### config.mk
export PLATFORM = sky130hd
export DESIGN_NAME = i2s_sample_serializer
export DESIGN_NICKNAME = d
export VERILOG_FILES = /design/src/rtl/i2s_sample_serializer_pkg.sv /design/src/rtl/i2s_sample_serializer_bclk_divider.sv /design/src/rtl/i2s_sample_serializer.sv
export SDC_FILE = /design/constraint.sdc
export NUM_CORES = 1
export LEC_CHECK = 0
export ABC_AREA = 1
export CORE_MARGIN = 4
export CORE_UTILIZATION = 40
export DETAILED_ROUTE_END_ITERATION = 10
export GPL_TIMING_DRIVEN = 0
export MAX_ROUTING_LAYER = met4
export PLACE_DENSITY = 0.72
export SLEW_MARGIN = 20
export SYNTH_ARGS = -nofsm -noshare
export SYNTH_HDL_FRONTEND = slang
export SYNTH_SLANG_ARGS = --single-unit
### constraint.sdc
create_clock -name clk -period 2.5 [get_ports clk]
set_clock_uncertainty 0.05 [all_clocks]
set_input_delay 0.375 -clock clk [delete_from_list [all_inputs] [get_ports clk]]
set_output_delay 0.375 -clock clk [all_outputs]
set_load 0.02 [all_outputs]
### src/rtl/i2s_sample_serializer_pkg.sv
// Shared definitions for the I2S sample serializer: controller state
// encodings and the default sample, slot and bit-clock geometry.
package i2s_sample_serializer_pkg;

  typedef enum logic [1:0] {
    ST_IDLE  = 2'd0,
    ST_RUN   = 2'd1,
    ST_DRAIN = 2'd2
  } state_e;

  localparam int DEF_SAMPLE_W  = 16;
  localparam int DEF_SLOT_BITS = 32;
  localparam int DEF_BCLK_DIV  = 4;

endpackage

### src/rtl/i2s_sample_serializer_bclk_divider.sv
// Bit-clock divider for the I2S serializer. Counts BCLK_DIV clk cycles per
// bclk half-period and flags the cycle whose closing edge drives bclk 1->0.
// Held cleared (div = 0, bclk = 0) whenever run is low.
module bclk_divider
  import i2s_sample_serializer_pkg::*;
#(
  parameter int BCLK_DIV = DEF_BCLK_DIV
) (
  input  logic clk,
  input  logic reset,
  input  logic run,
  output logic bclk,
  output logic fall
);

  localparam int DIV_W = (BCLK_DIV > 1) ? $clog2(BCLK_DIV) : 1;
  localparam logic [DIV_W-1:0] DIV_LAST = DIV_W'(BCLK_DIV - 1);

  logic [DIV_W-1:0] div_q, div_d;
  logic             bclk_q, bclk_d;
  logic             term;

  // Next-state for the half-period counter and the bit clock.
  always_comb begin
    // NOTE: every signal gets a default before any branch so no latch is inferred.
    div_d  = div_q;
    bclk_d = bclk_q;
    term   = (div_q == DIV_LAST);
    if (!run) begin
      div_d  = '0;
      bclk_d = 1'b0;
    end else if (term) begin
      div_d  = '0;
      bclk_d = ~bclk_q;
    end else begin
      div_d = div_q + 1'b1;
    end
  end

  // Counter and bit-clock registers.
  always_ff @(posedge clk or posedge reset) begin
    // NOTE: sequential state uses non-blocking assignments only.
    if (reset) begin
      div_q  <= '0;
      bclk_q <= 1'b0;
    end else begin
      div_q  <= div_d;
      bclk_q <= bclk_d;
    end
  end

  assign bclk = bclk_q;
  // The edge closing this cycle is a fall edge; the parent updates on it.
  assign fall = run && term && bclk_q;

endmodule

### src/rtl/i2s_sample_serializer.sv
// I2S sample serializer: latches a mono sample at each frame start, sends it
// MSB-first in both channel slots and pulses new_frame to request the next.
// Build option: I2S_LEFT_JUSTIFIED_EN selects left-justified framing (MSB in
// the same bclk period as the lrclk edge); default is standard I2S with the
// one-bit delay after each lrclk edge.
module i2s_sample_serializer
  import i2s_sample_serializer_pkg::*;
#(
  parameter int SAMPLE_W  = DEF_SAMPLE_W,
  parameter int SLOT_BITS = DEF_SLOT_BITS,
  parameter int BCLK_DIV  = DEF_BCLK_DIV
) (
  input  logic                clk,
  input  logic                reset,
  input  logic                enable,
  input  logic [SAMPLE_W-1:0] sample_in,
  output logic                new_frame,
  output logic                bclk,
  output logic                lrclk,
  output logic                sdata
);

  localparam int FRAME_BITS = 2 * SLOT_BITS;
  localparam int B_W        = $clog2(FRAME_BITS);
  localparam logic [B_W-1:0] LAST_BIT = B_W'(FRAME_BITS - 1);
  localparam logic [B_W-1:0] SLOT_LEN = B_W'(SLOT_BITS);

`ifdef I2S_LEFT_JUSTIFIED_EN
  localparam int LAG = 0;
`else
  localparam int LAG = 1;
`endif

  state_e              state_q, state_d;
  logic [B_W-1:0]      b_q, b_d;
  logic [SAMPLE_W-1:0] held_q, held_d;
  logic                lrclk_q, lrclk_d;
  logic                sdata_q, sdata_d;
  logic                new_frame_q, new_frame_d;

  logic                frame_start;
  logic                load_bit;
  logic [B_W-1:0]      pos;
  logic                bit_val;
  logic                div_run;
  logic                fall;

  assign div_run = (state_q != ST_IDLE);

  bclk_divider #(
    .BCLK_DIV (BCLK_DIV)
  ) u_bclk_divider (
    .clk   (clk),
    .reset (reset),
    .run   (div_run),
    .bclk  (bclk),
    .fall  (fall)
  );

  // Controller, bit index and next serial bit.
  always_comb begin
    state_d     = state_q;
    b_d         = b_q;
    held_d      = held_q;
    lrclk_d     = lrclk_q;
    sdata_d     = sdata_q;
    frame_start = 1'b0;
    load_bit    = 1'b0;
    pos         = '0;
    bit_val     = 1'b0;

    case (state_q)
      ST_IDLE: begin
        b_d     = '0;
        lrclk_d = 1'b0;
        sdata_d = 1'b0;
        if (enable) begin
          state_d     = ST_RUN;
          frame_start = 1'b1;
        end
      end
      ST_RUN, ST_DRAIN: begin
        if (state_q == ST_RUN && !enable) begin
          state_d = ST_DRAIN;
        end else if (state_q == ST_DRAIN && enable) begin
          state_d = ST_RUN;
        end
        if (fall) begin
          if (b_q == LAST_BIT) begin
            if (state_q == ST_RUN) begin
              frame_start = 1'b1;
            end else begin
              // Drain complete: park with every output low.
              state_d = ST_IDLE;
              b_d     = '0;
              lrclk_d = 1'b0;
              sdata_d = 1'b0;
            end
          end else begin
            b_d      = b_q + 1'b1;
            load_bit = 1'b1;
          end
        end
      end
      default: state_d = ST_IDLE;
    endcase

    if (frame_start) begin
      held_d   = sample_in;
      b_d      = '0;
      load_bit = 1'b1;
    end

    // lrclk and sdata present the bit that b_d selects, using the sample
    // being latched on a frame start so the left-justified MSB lands on it.
    if (load_bit) begin
      lrclk_d = (b_d >= SLOT_LEN);
      pos     = lrclk_d ? (b_d - SLOT_LEN) : b_d;
      for (int i = 0; i < SAMPLE_W; i++) begin
        if (int'(pos) == SAMPLE_W - 1 - i + LAG) begin
          bit_val = held_d[i];
        end
      end
      sdata_d = bit_val;
    end

    new_frame_d = frame_start;
  end

  // State, index, held sample and registered pin drivers.
  always_ff @(posedge clk or posedge reset) begin
    // NOTE: held is a single register, not a memory, so it is reset like any flop.
    if (reset) begin
      state_q     <= ST_IDLE;
      b_q         <= '0;
      held_q      <= '0;
      lrclk_q     <= 1'b0;
      sdata_q     <= 1'b0;
      new_frame_q <= 1'b0;
    end else begin
      state_q     <= state_d;
      b_q         <= b_d;
      held_q      <= held_d;
      lrclk_q     <= lrclk_d;
      sdata_q     <= sdata_d;
      new_frame_q <= new_frame_d;
    end
  end

  assign new_frame = new_frame_q;
  assign lrclk     = lrclk_q;
  assign sdata     = sdata_q;

endmodule
==> results.yml <==
synth:
  synth-async-reset-ratio_pct: 100
  yosys-top-cells-area: "dfrtp_1 (40%), nand2_1 (17%), inv_1 (6.0%)"
  syn_nets: 278
  avgSynthCellArea_um2: 7.47
  post-synth-top-count-cell: "nand2_1"
  netlist.area_leader.share_pct: 39.7
  synth_area_mm2: 0.00189
  yosysTopAreaCell: "dfrtp_1"
  yosysUniqueCellTypes: 35
  synth_edf_count: 0
  synth_common_cells: "nand2_1 (87), dfrtp_1 (30), inv_1 (30), nand3_1 (20), nor2_1 (20)"
  ys.flop_type: "dfrtp_1"
  ys_seq_elements: 30
  yosysWarnings: 0
  seq_area_frac_synth_pct: 39.7
  synth_cells: 253
placed_design:
  placed_area_mm2: 0.00217
  port-buffer-count: 22
  gp_congestion: 0.918
  dp.cells: 327
  place_ws_ns: -0.229
  post-dp-hpwl_um: 2890
timing:
  max_slew.worst_pin.slew_ns: 0.633
  fin_ws_ns: -0.0354
  slew_headroom_pct: 57.8
  clock.fmax_mhz: 394
  finalSetupViolations: 1
  period_share_pct: 101
  maxSlewViolCount: 0
  period_needed_ns: 2.54
  rsz0062_at_grt: "true"
  tns_ns: -0.0354
  hold_violations: 0
detailed_routing:
  drt-total-wl_um: 4080
  drt_first_iter_violations: 90
  dr.pass1.iters: 4
  vias_per_cell: 4.97
  ant_nets: 0
  vias: 1710
  routedWlPerCell_um: 11.9
  drc: 0
clock_network:
  cts_sinks: 30
  clockRootBuffer: "clkbuf_8"
  cts_buffers: 5
  cts_tree: "yes"
  clkLatencyLatePin_ns: 0.29
  htree_levels: 2
  ctsHoldBuffers: 0
  path_clk_slew_ns: 0.06
  cts.path.max_buffers: 2
pwr:
  peakVddDrop_uv: 532
  powerDensity_mw_per_mm2: 979
  p_leak_nw: 1.21
  power_w: 0.00239
min_path:
  hold_path.class: "flip-flop to flip-flop"
  hold_depth: 1
critical_path:
  required_ns: 2.67
  cp_cell_sequence: "inv_2, ha_4, buf_6, inv_4, nor2_4, nand3_4, a21oi_4, buf_4, buf_4, nand2_1, nand2_1, nand3_1, nand4_1, nand2_1, nand2_1, nand2_1, nand2_1, nand2_1, nand3_1, nand2_1, nand2_1"
  cp.arrival_ns: 2.71
  end_kind: "flip-flop"
  slowest_stage: "dfrtp_1"
  slowest_delay_ns: 0.37
  cp_common_cell: "nand2_1"
  reg2regPathDepth: 21
  worst_setup_path_start_kind: "flip-flop"
  rrSetupSlack_ns: -0.04
  path_max_fanout: 10
  path_class: "flip-flop to flip-flop"
die:
  dieArea_mm2: 0.00589
  initial_utilization_pct: 42.2
  fp.dieH_um: 76.7
  core_mm2: 0.00447
  die_x_um: 76.7
  ios: 23
  num_rows: 24
finish:
  drive_gt1_share_pct: 20.9
  instances_no_fill: 344
  final_cell_area_mm2: 0.00244
  synthToLayoutAreaGrowth_pct: 29.3
  antenna_cells: 0
  nNetsFinal: 316
grt:
  antenna_found_initial: 0
  grt_pass1_vias: 1601
  grt_pass1_wl_um: 7100
  grt_max_degree: 31
  track_usage_pct: 15.2
  grt.overflow.total: 0
run_status:
  violations: "setup timing"
  status: "complete, but fails checks"
run:
  drv_cap: 0
-- state kept, by name (all words and copies together) (netlist names) --
name and cells:
u_bclk_divider.div_q 2, held_q 16, sdata 1, state_q 2, b_q 6, new_frame 1, u_bclk_divider.bclk 1, lrclk 1
-- timing repair --
item	in CTS	in global routing
setup endpoints to repair	1	1
resized for setup	16	11
setup buffers	5	4
pin swaps	3	8
-- cell families (layout without fill, tap and decap cells) --
logic type	after synthesis	after routing	share of synthesized area [%]
adder cells (fa/ha/maj)	6	6	3.97
AND/OR/NAND/NOR	155	155	39.1
flip-flops	30	30	39.7
multiplexers	1	1	0.530
buffers and inverters	40	79	9.14
AO/OA/AOI/OAI	21	21	7.48
-- layer usage --
metal | wire length (um) | up-vias | track usage (%)
li1 | - | 877 | -
met1 | 1880 | 782 | 19.8
met2 | 1890 | 44 | 22.9
met3 | 252 | 7 | 4.22
met4 | 58 | 0 | 4.89
met5 | 0 | - | -
-- worst max-delay path, delay by kind of cell (launching register included) --
kind | cells | cell delay (ns)
simple gates | 14 | 1.02
compound gates | 1 | 0.24
fa+ha+maj | 1 | 0.27
buf+inv | 5 | 0.53
flops | 1 | 0.37
-- layout by cell type, fill, tap and decap left out, types with 3 or more instances in the layout --
cell type        netlist  final
nand2_2                7      6
o21ai_0                5      5
buf_6                  2      3
clkbuf_8               0      5
nand3_1               20     20
inv_1                 30     26
a21oi_1                3      3
inv_2                  4      5
nor2_4                 3      5
nand4_1                5      5
dfrtp_1               30     30
nand2_1               87     85
nor2_2                 3      5
buf_4                  1     10
nor2_1                20     16
a31oi_1                3      3
nand2_4                3      6
clkdlybuf4s50_1        0     22
inv_4                  1      4
-- layout make-up --
class | instances | area, um2
Fill cell | 416 | 2030
Multi-Input combinational cell | 183 | 1050
Sequential cell | 30 | 751
Timing Repair Buffer | 31 | 288
Inverter | 36 | 145
Clock buffer | 7 | 76.3
Tap cell | 52 | 65.1
Buffer | 4 | 41.3
Clock inverter | 1 | 30.0
-- final timing paths --
| kind | startpoint | endpoint |
|---|---|---|
| max | state_q[1]$_DFFE_PP0P_ | sdata$_DFFE_PP0P_ |
| min | u_bclk_divider.div_q[0]$_DFF_PP0_ | u_bclk_divider.div_q[0]$_DFF_PP0_ |
| max reg2reg | state_q[1]$_DFFE_PP0P_ | sdata$_DFFE_PP0P_ |
| min reg2reg | u_bclk_divider.div_q[0]$_DFF_PP0_ | u_bclk_divider.div_q[0]$_DFF_PP0_ |
| max in group asynchronous | reset | held_q[15]$_DFF_PP0_ |
| min in group asynchronous | reset | u_bclk_divider.bclk$_DFFE_PP0P_ |
-- power breakdown --
group | internal [W] | switching, W
registers | 0.000675 | 0.0000746
logic | 0.000486 | 0.000675
clock network | 0.000298 | 0.000182
total | 0.00146 | 0.000932
-- metrics by stage --
stage / utilization (%) / hold WS, ns
6_report: 54.6 / 0.377
5_1_grt: 54.6 / 0.387
4_1_cts: 52.9 / 0.380
3_5_place_dp: 48.6 / 0.372
3_3_place_gp: 48.6 / 0.369
2_1_floorplan: - / 0.357
(Power assumes the default switching activity.)
